[config.mk]
export PLATFORM = sky130hd
export DESIGN_NAME = lag_pl_status_tracker_flat
export DESIGN_NICKNAME = d
export VERILOG_FILES = /design/src/rtl/lag_pl_status_tracker_if.sv /design/src/rtl/lag_pl_status_tracker.sv /design/src/flat_wrapper.sv
export SDC_FILE = /design/constraint.sdc
export NUM_CORES = 1
export LEC_CHECK = 0
export BUFFER_PORTS_ARGS = -buffer_cell sky130_fd_sc_hd__clkbuf_2
export CAP_MARGIN = 10
export CORE_ASPECT_RATIO = 1.5
export CORE_MARGIN = 1
export CORE_UTILIZATION = 45
export CTS_BUF_LIST = sky130_fd_sc_hd__clkbuf_2
export CTS_CLUSTER_DIAMETER = 150
export DETAILED_ROUTE_END_ITERATION = 10
export HOLD_SLACK_MARGIN = 0.03
export PLACE_DENSITY = 0.68
export SKIP_CTS_REPAIR_TIMING = 1
export SYNTH_ARGS = -nofsm -noshare
export SYNTH_HDL_FRONTEND = slang
export SYNTH_SLANG_ARGS = --single-unit
[constraint.sdc]
create_clock -name clk -period 2.2 [get_ports clk]
set_input_delay 0.44 -clock clk [delete_from_list [all_inputs] [get_ports clk]]
set_output_delay 0.44 -clock clk [all_outputs]
set_load 0.1 [all_outputs]
[src/rtl/lag_pl_status_tracker_if.sv]
// Allocator/switch/credit-side bundle for one router's PL status tracker.
// Inputs are per-cycle pulses; outputs are the registered per-PL status and credit view.
interface lag_pl_status_tracker_if #(
    parameter int np      = 5,
    parameter int nv      = 4,
    parameter int buf_len = 4
);
    localparam int CW = $clog2(buf_len + 1);

    logic [np-1:0][nv-1:0]         pl_allocated;
    logic [np-1:0]                 flit_sent_valid;
    logic [np-1:0][nv-1:0]         flit_sent_pl;
    logic [np-1:0]                 flit_sent_tail;
    logic [np-1:0][nv-1:0]         credit_in;
    logic [np-1:0][nv-1:0]         pl_alloc_status;
    logic [np-1:0][nv-1:0]         credit_avail;
    logic [np-1:0][nv-1:0][CW-1:0] credit_cnt;
    logic                          error;

    modport master (
        output pl_allocated, flit_sent_valid, flit_sent_pl, flit_sent_tail, credit_in,
        input  pl_alloc_status, credit_avail, credit_cnt, error
    );

    modport slave (
        input  pl_allocated, flit_sent_valid, flit_sent_pl, flit_sent_tail, credit_in,
        output pl_alloc_status, credit_avail, credit_cnt, error
    );
endinterface

[src/rtl/lag_pl_status_tracker.sv]
// Per-output-PL credit counter and FREE/ACTIVE/DRAIN tracker feeding the PL allocator,
// with a sticky OR of all protocol violations.
module lag_pl_status_lane #(
    parameter int buf_len = 4,
    parameter int CW      = 3
) (
    input  logic          clk,
    input  logic          rst_n,
    input  logic          alloc,
    input  logic          send,
    input  logic          tail,
    input  logic          credit,
    output logic          status,
    output logic          avail,
    output logic [CW-1:0] cnt,
    output logic          err
);
    typedef enum logic [1:0] {FREE, ACTIVE, DRAIN} state_t;

    localparam logic [CW-1:0] FULL = CW'(buf_len);

    state_t        state, state_nxt;
    logic [CW-1:0] cnt_nxt;
    logic          underflow, overflow, drained;

    // A credit can never pair with a flit sent this same cycle, so a credit
    // arriving at a full counter is an overflow even when a send cancels it.
    always_comb begin
        underflow = send & ~credit & (cnt == '0);
        overflow  = credit & (cnt == FULL);
        cnt_nxt   = cnt;
        if (send & ~credit & ~underflow)
            cnt_nxt = cnt - 1'b1;
        else if (credit & ~send & ~overflow)
            cnt_nxt = cnt + 1'b1;
        drained   = (cnt_nxt == FULL);
    end

    always_ff @(posedge clk) begin
        if (!rst_n) begin
            state <= FREE;
            cnt   <= FULL;
        end else begin
            state <= state_nxt;
            cnt   <= cnt_nxt;
        end
    end

    always_comb begin
        state_nxt = state;
        case (state)
            FREE:    if (alloc) state_nxt = ACTIVE;
            ACTIVE:  if (tail) state_nxt = drained ? FREE : DRAIN;
            DRAIN:   if (drained) state_nxt = FREE;
            default: state_nxt = FREE;
        endcase
    end

    always_comb begin
        status = (state == FREE);
        avail  = (cnt != '0);
        err    = underflow | overflow
               | (send & (state != ACTIVE))
               | (alloc & (state != FREE));
    end
endmodule

module lag_pl_status_tracker #(
    parameter int np      = 5,
    parameter int nv      = 4,
    parameter int buf_len = 4
) (
    input logic                    clk,
    input logic                    rst_n,
    lag_pl_status_tracker_if.slave bus
);
    localparam int CW = $clog2(buf_len + 1);

    logic [np-1:0][nv-1:0] lane_err;
    logic [np-1:0]         multi_hot;
    logic                  error_q;

    for (genvar p = 0; p < np; p++) begin : g_port
        // More than one PL selected on a port is a violation; each is still counted.
        assign multi_hot[p] = bus.flit_sent_valid[p] &
                              ((bus.flit_sent_pl[p] & (bus.flit_sent_pl[p] - 1'b1)) != '0);

        for (genvar v = 0; v < nv; v++) begin : g_pl
            logic send;
            assign send = bus.flit_sent_valid[p] & bus.flit_sent_pl[p][v];

            lag_pl_status_lane #(.buf_len(buf_len), .CW(CW)) u_lane (
                .clk    (clk),
                .rst_n  (rst_n),
                .alloc  (bus.pl_allocated[p][v]),
                .send   (send),
                .tail   (send & bus.flit_sent_tail[p]),
                .credit (bus.credit_in[p][v]),
                .status (bus.pl_alloc_status[p][v]),
                .avail  (bus.credit_avail[p][v]),
                .cnt    (bus.credit_cnt[p][v]),
                .err    (lane_err[p][v])
            );
        end
    end

    always_ff @(posedge clk) begin
        if (!rst_n) error_q <= 1'b0;
        else        error_q <= error_q | (|lane_err) | (|multi_hot);
    end

    assign bus.error = error_q;
endmodule

[src/flat_wrapper.sv]
// flat-port wrapper written by rule: the top's interface ports become plain ports
module lag_pl_status_tracker_flat 
#(
    parameter int np      = 5,
    parameter int nv      = 4,
    parameter int buf_len = 4
)
  (clk, rst_n, bus_pl_allocated, bus_flit_sent_valid, bus_flit_sent_pl, bus_flit_sent_tail, bus_credit_in, bus_pl_alloc_status, bus_credit_avail, bus_credit_cnt, bus_error);
  lag_pl_status_tracker_if #(.np(np), .nv(nv), .buf_len(buf_len)) bus_i ();
  input logic clk;
  input logic rst_n;
  input wire logic [$bits(bus_i.pl_allocated)-1:0] bus_pl_allocated;
  input wire logic [$bits(bus_i.flit_sent_valid)-1:0] bus_flit_sent_valid;
  input wire logic [$bits(bus_i.flit_sent_pl)-1:0] bus_flit_sent_pl;
  input wire logic [$bits(bus_i.flit_sent_tail)-1:0] bus_flit_sent_tail;
  input wire logic [$bits(bus_i.credit_in)-1:0] bus_credit_in;
  output wire logic [$bits(bus_i.pl_alloc_status)-1:0] bus_pl_alloc_status;
  output wire logic [$bits(bus_i.credit_avail)-1:0] bus_credit_avail;
  output wire logic [$bits(bus_i.credit_cnt)-1:0] bus_credit_cnt;
  output wire logic [$bits(bus_i.error)-1:0] bus_error;
  assign bus_i.pl_allocated = bus_pl_allocated;
  assign bus_i.flit_sent_valid = bus_flit_sent_valid;
  assign bus_i.flit_sent_pl = bus_flit_sent_pl;
  assign bus_i.flit_sent_tail = bus_flit_sent_tail;
  assign bus_i.credit_in = bus_credit_in;
  assign bus_pl_alloc_status = bus_i.pl_alloc_status;
  assign bus_credit_avail = bus_i.credit_avail;
  assign bus_credit_cnt = bus_i.credit_cnt;
  assign bus_error = bus_i.error;
  lag_pl_status_tracker #(.np(np), .nv(nv), .buf_len(buf_len)) u_core (.clk(clk), .rst_n(rst_n), .bus(bus_i));
endmodule
==> results of run 1 <==
how the worst min path moves through the flow:
stage | from | end | slack, ns | cells after the start
6_report | bus_pl_allocated[7] | u_core.g_port[1].g_pl[3].u_lane.state[0] | 0.07 | 3
5_1_grt | bus_pl_allocated[8] | u_core.g_port[2].g_pl[0].u_lane.state[0] | 0.04 | 3
4_1_cts | bus_pl_allocated[12] | u_core.g_port[3].g_pl[0].u_lane.state[0] | -0.005 | 3
3_5_place_dp | u_core.g_port[4].g_pl[2].u_lane.state[1] | u_core.g_port[4].g_pl[2].u_lane.state[0] | 0.46 | 1
3_3_place_gp | u_core.g_port[4].g_pl[2].u_lane.state[1] | u_core.g_port[4].g_pl[2].u_lane.state[0] | 0.47 | 1
2_1_floorplan | u_core.g_port[4].g_pl[2].u_lane.state[1] | u_core.g_port[4].g_pl[2].u_lane.state[0] | 0.44 | 1
tightest hold or removal path: stages:
cell	delay, ns
sky130_fd_sc_hd__clkbuf_2	0.08
sky130_fd_sc_hd__o21ai_0	0.14
sky130_fd_sc_hd__nor3_1	0.04
power groups by stage:
stage / Clock (mW) / Combinational (mW) / Sequential [mW]
final: 1.04 / 5.84 / 2.41
after global routing: 1.13 / 6.22 / 2.44
after CTS: 1.07 / 5.09 / 2.40
after detailed placement: 0 / 5.07 / 2.44
after global placement: 0 / 5.04 / 2.43
after floorplan: 0 / 2.82 / 3.73
routing by layer:
metal | vias to the layer above | global-route usage | routed length, um
li1 | 4299 | - | -
met5 | - | 0 | 0
met4 | 0 | 0.144 | 946
met2 | 329 | 0.469 | 13900
met1 | 4213 | 0.299 | 10700
met3 | 57 | 0.0332 | 1460
flip-flops by register name, indices dropped and copies added, names as in the netlist:
name	flops
u_core.g_port.g_pl.u_lane.state	40
u_core.g_port.g_pl.u_lane.cnt	60
u_core.bus.error	1
kinds of logic after synthesis:
kind of cell | after synthesis | share of synthesized area
flops | 101 | 0.240
compound gates | 279 | 0.231
simple gates | 444 | 0.286
buf+inv | 151 | 0.0908
xor+xnor | 30 | 0.0312
mux | 27 | 0.0325
fa+ha+maj | 60 | 0.0890
placed cells by master, fill, tap and decap left out, types with 21 or more instances in the layout:
master and count:
sky130_fd_sc_hd__nor2b_1 32, sky130_fd_sc_hd__ha_1 40, sky130_fd_sc_hd__o21ai_0 70, sky130_fd_sc_hd__nand3_1 52, sky130_fd_sc_hd__dfxtp_1 55, sky130_fd_sc_hd__buf_4 65
sky130_fd_sc_hd__nor3_1 36, sky130_fd_sc_hd__clkbuf_2 145, sky130_fd_sc_hd__nand4_1 30, sky130_fd_sc_hd__nand2b_1 28, sky130_fd_sc_hd__dfxtp_4 21, sky130_fd_sc_hd__nor2_1 66
sky130_fd_sc_hd__nand2_1 84, sky130_fd_sc_hd__xnor2_1 23, sky130_fd_sc_hd__dfxtp_2 25, sky130_fd_sc_hd__mux2i_1 24, sky130_fd_sc_hd__a21oi_1 43, sky130_fd_sc_hd__and2_1 21
sky130_fd_sc_hd__inv_1 42
layout make-up:
cell class	instances	area share
Clock inverter	3	0.00606
Sequential cell	101	0.202
Tap cell	252	0.0299
Timing Repair Buffer	247	0.168
Inverter	61	0.0227
Clock buffer	12	0.00570
Multi-Input combinational cell	840	0.565
Antenna cell	1	0.000238
stage by stage:
step	setup slack, ns	cells	setup TNS (ns)
floorplan	-0.118	1092	-0.118
global placement	0.0615	1460	0
detailed placement	0.0445	1460	0
CTS	-0.491	1475	-5.06
global route	-0.0614	1517	-0.112
finish	0.0378	1517	0
==> summary.md, run 1 <==
| Metric | Value |
|---|---|
| Area used by sequential logic in the layout | around 2100 um2 |
| Period utilisation layout | 0.983 |
| Data arrival time at the worst-slack endpoint | 1.72 ns |
| Placed standard-cell area | around 9400 um2 |
| Nature of the critical path endpoint | output port |
| Iteration-0 DRC count of the detailed router | 683 |
| Combined buffer and inverter count along the critical path | 3 |
| Max VDD drop | 465 uV |
| Antenna Violating Nets Remaining | 0 |
| Maximum fanout along the worst path | 6 |
| Layout fillers | 1785 |
| Final-layout worst hold slack | 0.0714 ns |
| HPWL after detailed placement | 20.4 mm |
| Die width | 114 um |
| Initial Utilization | 0.457 |
| Total Power Consumption | 9.29 mW |
| Gate count of the mapped netlist | between 1000 and 1500 |
| DRC violation count after routing | 0 |
| Share of power burned in registers | 0.259 |
| Number of global-route vias before repair | 7819 |
| R2R Setup Slk | 0.17 ns |
| Clock tree from TritonCTS | yes |
| Timing endpoint of the critical path | bus_credit_avail[8] |
| Fraction of power spent switching nets | 0.521 |
| Antenna violations before repair | 1 |
| Global-route wire length before repair | 39.6 mm |
| Routed Wire Length | around 27 mm |
| Number of nets produced by synthesis | between 1000 and 1500 |
| Mapped Avg Cell Area | 7.72 um2 |
| Max cap viols | 0 |
| Wirelength per Cell | between 15 and 20 um |
| Power density over the cells | 882 nW/um2 |
| Main synth FF type | sky130_fd_sc_hd__dfxtp_1 |
| Hold violation total from the final report | 0 |
| Slew at the pin with the worst max-slew slack | 0.570 ns |
| Clock network latency to the later pin of the worst-skew pair | 0.63 ns |
| Largest cells by area after synthesis | sky130_fd_sc_hd__dfxtp_1, sky130_fd_sc_hd__ha_1, sky130_fd_sc_hd__o21ai_0 |
| GRT overflow | 0 |
| TritonCTS buffer count | 9 |
| Family with the most delay on the worst path | flip-flops |
| Final instance area | between 10000 and 15000 um2 |
| Core region area | 18500 um2 |
| Highest achievable clock rate | 462 MHz |
| Critical path startpoint category | register |
| Start of the worst register-to-register path | u_core.g_port[0].g_pl[2].u_lane.cnt[0] |
| Most instantiated library cell after synthesis | sky130_fd_sc_hd__dfxtp_1 |
| Depth of the most critical reg-to-reg path | 8 |
| Number of vias in the routed layout | 8898 |
| Data required, critical path | 1.76 ns |
| Multi-input gate area | between 5000 and 6000 um2 |
| Setup Crit Path Kind | register to output port |
| Maximum root-to-sink buffer count | 2 |
| Final net count | 1392 |
| Ratio of routed vias to standard cells | 5.87 |
| Cell chain of the critical path | inv_4 > ha_4 > nor2b_4 > inv_2 > buf_12 |
| Post-Synthesis Cell Area | 8430 um2 |
| Total GRT Usage | 0.262 |
| Sw Pwr | 4.84 mW |
| Final worst path period need | between 2 and 2.5 ns |
| Top cell types by occurrence after synthesis | sky130_fd_sc_hd__dfxtp_1, sky130_fd_sc_hd__nand2_1, sky130_fd_sc_hd__o21ai_0 |
| Portion of the post-synthesis area used by sequential elements | 0.240 |
| Cell count along the critical path | 5 |
| Slew HR | 0.615 |
| Slowest stage cell, crit path | sky130_fd_sc_hd__dfxtp_4 |
| Number of primary I/O pins | between 150 and 200 |
| Count of distinct cell types in the synthesized netlist | 72 |
| Clock-pin slew on the worst setup and hold paths | around 0.29 ns |
| Clock power share | 0.112 |
| Clock Sinks | ~100 |
| Yosys top cell area share | 0.240 |
| Cell internal power dissipation | 4.45 mW |
| First-pass DRT Iterations | 6 |
| Total of endpoints with negative setup slack in the final report | 0 |
| Largest area contributor in the netlist | sky130_fd_sc_hd__dfxtp_1 |
| H-tree levels | 3 |
| R2R Path End | u_core.bus.error |
| Lkg Pwr | 4.64 nW |
| Number of max-slew violations in the final report | 0 |
| Path category of the worst min-delay check | primary input to register |
| Maximum number of pins on one net before global-route repair | 38 |
| Overall die area | just under 20000 um2 |
| Site Rows | 61 |
| Cell chosen for the clock root | sky130_fd_sc_hd__clkbuf_2 |
| Synth-to-Final Area Change | 24.9% |
| Combinational share of power | 0.629 |
| RSZ-0062 raised after global routing | true |
| Share of layout cells above drive strength 1 | 0.294 |
| Synth async-reset ratio | 0 |
| Number of flops mapped to enable cells by yosys | 0 |
| Count of port buffers added during placement | between 150 and 200 |
| Global placer's final weighted congestion | 0.940 |
| Status | finished clean |
| Final core area utilization | 0.570 |
| Seq cells post-synth | 101 |
| Longest individual stage delay on the worst path | 0.43 ns |
| Die Span Y | about 170 um |
| Number of warnings issued by yosys | 0 |
| Worst setup path startpoint | u_core.g_port[2].g_pl[0].u_lane.cnt[0] |
| Maximum clock skew at final layout | 0.0464 ns |
No activity file was read; power rests on OpenSTA's default activity.
==> run 2: changes to the inputs <==
- CTS_BUF_LIST: sky130_fd_sc_hd__clkbuf_2 -> unset
==> summary.md, run 2 (synthesized netlist as in run 1, its figures left out) <==
| Metric | Value |
|---|---|
| Hold violation total from the final report | 0 (unchanged) |
| Cell chain of the critical path | inv_1 > ha_1 > nand2b_1 > nor2_1 > a2111oi_2 > nand4_1 > o41a_1 |
| TritonCTS buffer count | 9 (unchanged) |
| Max VDD drop | 487 uV (+4.7%) |
| Initial Utilization | 0.457 (unchanged) |
| Largest register FFs | 60 (unchanged) |
| Number of primary I/O pins | 173 (unchanged) |
| Path category of the worst min-delay check | primary input to register |
| Share of layout cells above drive strength 1 | 0.227 (-0.0670) |
| Clock tree from TritonCTS | yes |
| Sum of negative setup slack | 0 ns (unchanged) |
| Overall die area | 19300 um2 (unchanged) |
| Clock-pin slew on the worst setup and hold paths | 0.07 ns (-0.22 ns) |
| Nature of the critical path endpoint | register |
| Power density over the cells | 945 nW/um2 (+7.1%) |
| Maximum number of pins on one net before global-route repair | 38 (unchanged) |
| Clock network latency to the later pin of the worst-skew pair | 0.36 ns (-0.27 ns) |
| Die Span Y | 170 um (unchanged) |
| Most used cells in the layout excluding fill and tap cells | sky130_fd_sc_hd__clkbuf_2, sky130_fd_sc_hd__nand2_1, sky130_fd_sc_hd__o21ai_0 |
| Antenna violations before repair | 0 (-1) |
| Start of the worst register-to-register path | u_core.g_port[1].g_pl[2].u_lane.cnt[1] |
| Highest achievable clock rate | 462 MHz (-0.12%) |
| Critical path startpoint category | register |
| Longest individual stage delay on the worst path | 0.44 ns (about the same) |
| Maximum fanout along the worst path | 6 (unchanged) |
| Setup Crit Path Kind | register to register |
| Total GRT Usage | 0.262 (about the same) |
| Hold Startpoint | bus_pl_allocated[11] |
| Data required, critical path | 2.45 ns (+0.69 ns) |
| Slew HR | 0.606 (-0.00929) |
| Site Rows | 61 (unchanged) |
| Final net count | 1351 (-2.9%) |
| Combined buffer and inverter count along the critical path | 1 (-2) |
| Family with the most delay on the worst path | compound AO/OA/AOI/OAI gates |
| Max cap viols | 0 (unchanged) |
| H-tree levels | 3 (unchanged) |
| Number of max-slew violations in the final report | 0 (unchanged) |
| Iteration-0 DRC count of the detailed router | 586 (-14%) |
| Number of global-route vias before repair | 7835 (+0.20%) |
| Global-route wire length before repair | 39.8 mm (+0.68%) |
| R2R Setup Slk | 0.04 ns (-0.13 ns) |
| Core region area | 18500 um2 (unchanged) |
| Total Power Consumption | 9.22 mW (-0.74%) |
| Final instance area | 9760 um2 (-7.3%) |
| Slowest stage cell, crit path | sky130_fd_sc_hd__a2111oi_2 |
| Maximum root-to-sink buffer count | 2 (unchanged) |
| Total of endpoints with negative setup slack in the final report | 0 (unchanged) |
| Period utilisation layout | 0.984 (+0.00116) |
| Worst setup path startpoint | u_core.g_port[1].g_pl[2].u_lane.cnt[1] |
| Wirelength per Cell | 17.5 um (-1.7%) |
| Commonest non-fill, non-tap cell in the layout | sky130_fd_sc_hd__clkbuf_2 |
| Number of vias in the routed layout | 8663 (-2.6%) |
| Data arrival time at the worst-slack endpoint | 2.42 ns (+0.70 ns) |
| Lkg Pwr | 4.26 nW (-8.3%) |
| Final worst path period need | 2.16 ns (+0.00256 ns) |
| Placed standard-cell area | 9440 um2 (unchanged) |
| Status | finished clean |
| Cell chosen for the clock root | sky130_fd_sc_hd__clkbuf_16 |
| Synth-to-Final Area Change | 15.8% |
| RSZ-0062 raised after global routing | true |
| Layout fillers | 1860 (+4.2%) |
| HPWL after detailed placement | 20.4 mm (unchanged) |
| Maximum clock skew at final layout | 0.0107 ns (-0.0357 ns) |
| Die width | 114 um (unchanged) |
| First-pass DRT Iterations | 5 (-1) |
| Met1 layer wirelength in the final routing | 10.5 mm (-2.2%) |
| Diode count | 0 (-1) |
| Slew at the pin with the worst max-slew slack | 0.584 ns (+0.0138 ns) |
| Length of routed met2 wiring | 13.2 mm (-5.0%) |
| Most flops, register | u_core.g_port.g_pl.u_lane.cnt |
| GRT overflow | 0 (unchanged) |
| Final-layout worst hold slack | 0.359 ns (+0.287 ns) |
| Antenna Violating Nets Remaining | 0 (unchanged) |
| Routed Wire Length | 25.8 mm (-4.5%) |
| DRC violation count after routing | 0 (unchanged) |
| Number of standard cells in the final layout excluding fillers | 1475 (-2.8%) |
| Count of port buffers added during placement | 172 (unchanged) |
| Clock Sinks | 101 (unchanged) |
| Global placer's final weighted congestion | 0.940 (unchanged) |
| Highest metal layer with signal wires | met4 |
| Sum of met3 wire segment lengths after detailed routing | 1.28 mm (-12%) |
| Cell count after placement | 1460 (unchanged) |
| Ratio of routed vias to standard cells | 5.87 (+0.13%) |
[run 2: cell count changes in the layout (fill, tap and decap cells not counted), moves of 8 or more]
| cell | before | now |
|---|---|---|
| sky130_fd_sc_hd__ha_1 | 40 | 60 |
| sky130_fd_sc_hd__buf_4 | 65 | 48 |
| sky130_fd_sc_hd__dfxtp_4 | 21 | 4 |
| sky130_fd_sc_hd__inv_1 | 42 | 59 |
| sky130_fd_sc_hd__buf_12 | 17 | 1 |
| sky130_fd_sc_hd__ha_4 | 15 | 0 |
| sky130_fd_sc_hd__dfxtp_2 | 25 | 39 |
| sky130_fd_sc_hd__inv_2 | 16 | 2 |
| sky130_fd_sc_hd__nand2b_1 | 28 | 42 |
| sky130_fd_sc_hd__nand2b_4 | 12 | 0 |
| sky130_fd_sc_hd__buf_2 | 12 | 1 |
| sky130_fd_sc_hd__clkbuf_16 | 0 | 10 |
| sky130_fd_sc_hd__clkbuf_2 | 145 | 153 |
[run 2: stage by stage]
| stage | util | setup WS, ns |
|---|---|---|
| 6_report | 0.528 | 0.0353 |
| 5_1_grt | 0.528 | -0.0377 |
| 4_1_cts | 0.528 | -0.0930 |
| 3_5_place_dp | 0.511 | 0.0445 |
| 3_3_place_gp | 0.511 | 0.0615 |
| 2_1_floorplan | - | -0.118 |
[run 2: area by class of cell]
class | count | area (um2) | area share
Clock inverter | 1 | 30.0 | 0.00308
Inverter | 61 | 229 | 0.0235
Tap cell | 252 | 315 | 0.0323
Timing Repair Buffer | 206 | 1170 | 0.120
Multi-Input combinational cell | 840 | 5650 | 0.579
Sequential cell | 101 | 2090 | 0.214
Clock buffer | 14 | 275 | 0.0282
[run 2: power by group]
part	switching (mW)	internal (mW)	leakage (nW)	total (mW)
registers	0.297	2.10	0.846	2.40
clock network	0.730	0.980	0.148	1.71
logic	3.67	1.44	3.27	5.12
[run 2: layer usage]
metal  track usage  vias to the layer above
met2         0.477                      269
li1              -                     4203
met5             0                        -
met4         0.117                        0
met1         0.301                     4135
met3        0.0354                       56
[run 2: worst register-to-register path, cell delays in order, from the launching register on]
cell,delay [ns]
sky130_fd_sc_hd__dfxtp_2,0.39
sky130_fd_sc_hd__inv_1,0.09
sky130_fd_sc_hd__ha_1,0.25
sky130_fd_sc_hd__nand2b_1,0.18
sky130_fd_sc_hd__nor2_1,0.12
sky130_fd_sc_hd__a2111oi_2,0.44
sky130_fd_sc_hd__nand4_1,0.19
sky130_fd_sc_hd__o41a_1,0.39
[run 2: final timing paths]
path	endpoint	depth (start not counted)
max reg2reg	u_core.bus.error	7
min	u_core.g_port[2].g_pl[3].u_lane.state[0]	2
min reg2reg	u_core.g_port[4].g_pl[2].u_lane.state[0]	1
max	u_core.bus.error	7
==> run 3: changes to the inputs <==
- SYNTH_HIERARCHICAL: unset -> 1
==> summary.md, run 3 <==
| Metric | Value |
|---|---|
| Status | complete, but fails checks |
| Diode count | 0 (unchanged) |
| Clock-pin slew on the worst setup and hold paths | 0.07 ns (about the same) |
| Slowest stage cell, crit path | sky130_fd_sc_hd__or4_4 |
| Depth of the most critical reg-to-reg path | 6 (-1) |
| Nature of the critical path endpoint | register |
| Main synth FF type | sky130_fd_sc_hd__dfxtp_1 |
| Hold violation total from the final report | 0 (unchanged) |
| Die width | 111 um (-2.8%) |
| Mapped Avg Cell Area | 8.60 um2 (+11%) |
| Lkg Pwr | 5.36 nW (+26%) |
| Sw Pwr | 4.40 mW (-6.4%) |
| Final-layout worst hold slack | 0.397 ns (+0.0383 ns) |
| Failing checks | negative setup slack |
| Count of port buffers added during placement | 172 (unchanged) |
| Longest individual stage delay on the worst path | 0.52 ns (+0.08 ns) |
| Initial Utilization | 0.458 (+0.00184) |
| Share of layout cells above drive strength 1 | 0.400 (+0.173) |
| Wirelength per Cell | 14.2 um (-19%) |
| Ratio of routed vias to standard cells | 5.40 (-8.1%) |
| Maximum fanout along the worst path | 9 (+3) |
| Most used cells in the layout excluding fill and tap cells | sky130_fd_sc_hd__clkbuf_2, sky130_fd_sc_hd__buf_4, sky130_fd_sc_hd__inv_1 |
| Worst setup path startpoint | bus_flit_sent_valid[2] |
| R2R Setup Slk | -0.04 ns (-0.08 ns) |
| Start of the worst register-to-register path | u_core/g_port[2].g_pl[0].u_lane/state[0] |
| Combinational share of power | 0.542 (-0.013) |
| Cell chosen for the clock root | sky130_fd_sc_hd__clkbuf_16 |
| Path category of the worst min-delay check | primary input to register |
| Clock Sinks | 101 (unchanged) |
| Number of max-slew violations in the final report | 0 (unchanged) |
| Slew at the pin with the worst max-slew slack | 0.594 ns (+0.00938 ns) |
| Largest cells by area after synthesis | sky130_fd_sc_hd__dfxtp_1, sky130_fd_sc_hd__ha_1, sky130_fd_sc_hd__and2_1 |
| Seq cells post-synth | 101 (unchanged) |
| Commonest non-fill, non-tap cell in the layout | sky130_fd_sc_hd__clkbuf_2 |
| Data arrival time at the worst-slack endpoint | 2.47 ns (+0.05 ns) |
| Combined buffer and inverter count along the critical path | 1 (unchanged) |
| Number of global-route vias before repair | 7646 (-2.4%) |
| Overall die area | 18200 um2 (-5.6%) |
| Placed standard-cell area | 10200 um2 (+7.8%) |
| Final instance area | 10600 um2 (+8.1%) |
| H-tree levels | 3 (unchanged) |
| Synth async-reset ratio | 0 (unchanged) |
| Synth-to-Final Area Change | 32.7% |
| Number of standard cells in the final layout excluding fillers | 1451 (-1.6%) |
| Area used by sequential logic in the layout | 2210 um2 (+5.9%) |
| Antenna violations before repair | 0 (unchanged) |
| Iteration-0 DRC count of the detailed router | 279 (-52%) |
| Most flops, register | u_core/g_port.g_pl.u_lane/cnt |
| RSZ-0062 raised after global routing | true |
| Final core area utilization | 0.608 (+0.0800) |
| Number of nets produced by synthesis | 1057 (-14%) |
| Highest achievable clock rate | 445 MHz (-3.7%) |
| Cell internal power dissipation | 4.62 mW (+2.1%) |
| Data required, critical path | 2.43 ns (-0.02 ns) |
| Slew HR | 0.606 (about the same) |
| Core region area | 17300 um2 (-6.1%) |
| GRT overflow | 0 (unchanged) |
| Number of warnings issued by yosys | 6 (+6) |
| Max VDD drop | 550 uV (+13%) |
| Gate count of the mapped netlist | 925 (-15%) |
| DRC violation count after routing | 0 (unchanged) |
| Yosys top cell area share | 0.254 (+0.0145) |
| Setup Crit Path Kind | primary input to register |
| Place WS | -0.525 ns (-0.570 ns) |
| Portion of the post-synthesis area used by sequential elements | 0.254 (+0.0145) |
| Global-route wire length before repair | 33.7 mm (-15%) |
| Power density over the cells | 854 nW/um2 (-9.6%) |
| Clock network latency to the later pin of the worst-skew pair | 0.35 ns (about the same) |
| Maximum clock skew at final layout | 0.0120 ns (+0.00132 ns) |
| Antenna Violating Nets Remaining | 0 (unchanged) |
| Maximum root-to-sink buffer count | 2 (unchanged) |
| Clock power share | 0.191 (+0.006) |
| Die Span Y | 165 um (-2.9%) |
| TritonCTS buffer count | 9 (unchanged) |
| R2R Path End | u_core/bus.error |
| Top cell types by occurrence after synthesis | sky130_fd_sc_hd__inv_1, sky130_fd_sc_hd__dfxtp_1, sky130_fd_sc_hd__and2_1 |
| Period utilisation layout | 1.02 (+0.0382) |
| Number of primary I/O pins | 173 (unchanged) |
| Global placer's final weighted congestion | 0.850 (-9.6%) |
| Post-Synthesis Cell Area | 7950 um2 (-5.7%) |
| Most instantiated library cell after synthesis | sky130_fd_sc_hd__inv_1 |
| Total of endpoints with negative setup slack in the final report | 1 (+1) |
| Count of distinct cell types in the synthesized netlist | 34 (-53%) |
| Total GRT Usage | 0.222 (-0.0404) |
| Fraction of power spent switching nets | 0.488 (-0.0216) |
| Largest register FFs | 60 (unchanged) |
| Multi-input gate area | 5330 um2 (-5.8%) |
| Final worst path period need | 2.25 ns (+0.0841 ns) |
| Largest area contributor in the netlist | sky130_fd_sc_hd__dfxtp_1 |
| HPWL after detailed placement | 16.7 mm (-18%) |
| Number of flops mapped to enable cells by yosys | 0 (unchanged) |
| Critical path startpoint category | primary input |
| Share of power burned in registers | 0.267 (+0.007) |
| Cell count after placement | 1435 (-1.7%) |
| Maximum number of pins on one net before global-route repair | 29 (-24%) |
| Max cap viols | 0 (unchanged) |
| Final net count | 1365 (+1.0%) |
| Number of vias in the routed layout | 7831 (-9.6%) |
| Layout fillers | 1570 (-16%) |
| Routed Wire Length | 20.6 mm (-20%) |
| Site Rows | 59 (-3.3%) |
| First-pass DRT Iterations | 5 (unchanged) |
| Setup WS post-layout | -0.0489 ns (-0.0841 ns) |
| Timing endpoint of the critical path | u_core/bus.error |
| Family with the most delay on the worst path | simple AND/OR/NAND/NOR gates |
| Clock tree from TritonCTS | yes |
| Cell chain of the critical path | buf_2 > and2_4 > mux2_2 > o22ai_2 > o21ai_1 > or4_4 > or4_1 > o31a_1 |
| Cell count along the critical path | 8 (+1) |
==> run 3: cell count changes after synthesis, sizes merged, moves of 17 or more <==
| cell | change |
|---|---|
| nand2 | -64 |
| inv | +59 |
| and2 | +57 |
| buf | -38 |
| nor3 | -35 |
| clkbuf | -32 |
| and3 | +30 |
| nand4 | -28 |
| a21oi | -24 |
| nand2b | -22 |
| a311o | +20 |
| a2111oi | +17 |
| mux2 | +17 |
| nor4bb | +17 |
==> run 3: cell families after synthesis <==
logic type / count (synthesis) / share of synthesized area
AND/OR/NAND/NOR: 332 / 0.270
adder cells (fa/ha/maj): 61 / 0.0957
buffers and inverters: 140 / 0.0850
flip-flops: 101 / 0.254
XOR/XNOR: 20 / 0.0220
multiplexers: 40 / 0.0535
AO/OA/AOI/OAI: 231 / 0.219
==> run 3: power by group through the flow <==
stage               registers, mW  logic, mW  clock network (mW)
global route                 2.46       5.25                1.84
finish                       2.41       4.89                1.72
global placement             2.44       4.79                   0
floorplan                    3.78       2.41                   0
CTS                          2.41       4.88                1.77
detailed placement           2.45       4.86                   0
==> run 3: per-stage QoR <==
stage	TNS (ns)	power (mW)
final	-0.0489	9.02
after global routing	-0.113	9.54
after CTS	-0.193	9.06
after detailed placement	-0.525	7.31
after global placement	-0.446	7.23
after floorplan	-0.0281	6.19
==> run 3: worst min path at each step <==
stage,cells past startpoint,slack (ns),start,endpoint
2_1_floorplan,1,0.45,u_core/g_port[0].g_pl[0].u_lane/state[1],u_core/g_port[0].g_pl[0].u_lane/state[0]
3_3_place_gp,1,0.47,u_core/g_port[4].g_pl[1].u_lane/state[1],u_core/g_port[4].g_pl[1].u_lane/state[0]
3_5_place_dp,1,0.47,u_core/g_port[2].g_pl[1].u_lane/state[1],u_core/g_port[2].g_pl[1].u_lane/state[0]
4_1_cts,3,0.39,bus_pl_allocated[7],u_core/g_port[1].g_pl[3].u_lane/state[0]
5_1_grt,3,0.41,bus_pl_allocated[4],u_core/g_port[1].g_pl[0].u_lane/state[0]
6_report,3,0.40,bus_pl_allocated[7],u_core/g_port[1].g_pl[3].u_lane/state[0]
==> run 3: routing by layer <==
metal | global-route usage | part of all wire | vias up
li1 | - | - | 3975
met1 | 0.233 | 0.40 | 3667
met2 | 0.438 | 0.54 | 156
met3 | 0.0367 | 0.039 | 33
met4 | 0.0818 | 0.023 | 0
met5 | 0 | 0 | -
==> run 3: layout make-up <==
cell class | count | share of cell area
well taps | 213 | 0.0252
clock buffers | 14 | 0.0271
multi-input cells | 684 | 0.505
inverters | 120 | 0.0427
repair buffers | 317 | 0.188
flip-flops and latches | 101 | 0.209
clock inverters | 2 | 0.00344
==> run 3: worst min-delay path: stages <==
cell                        delay [ns]
sky130_fd_sc_hd__clkbuf_2         0.10
sky130_fd_sc_hd__nor2_1           0.08
sky130_fd_sc_hd__a2111oi_0        0.06
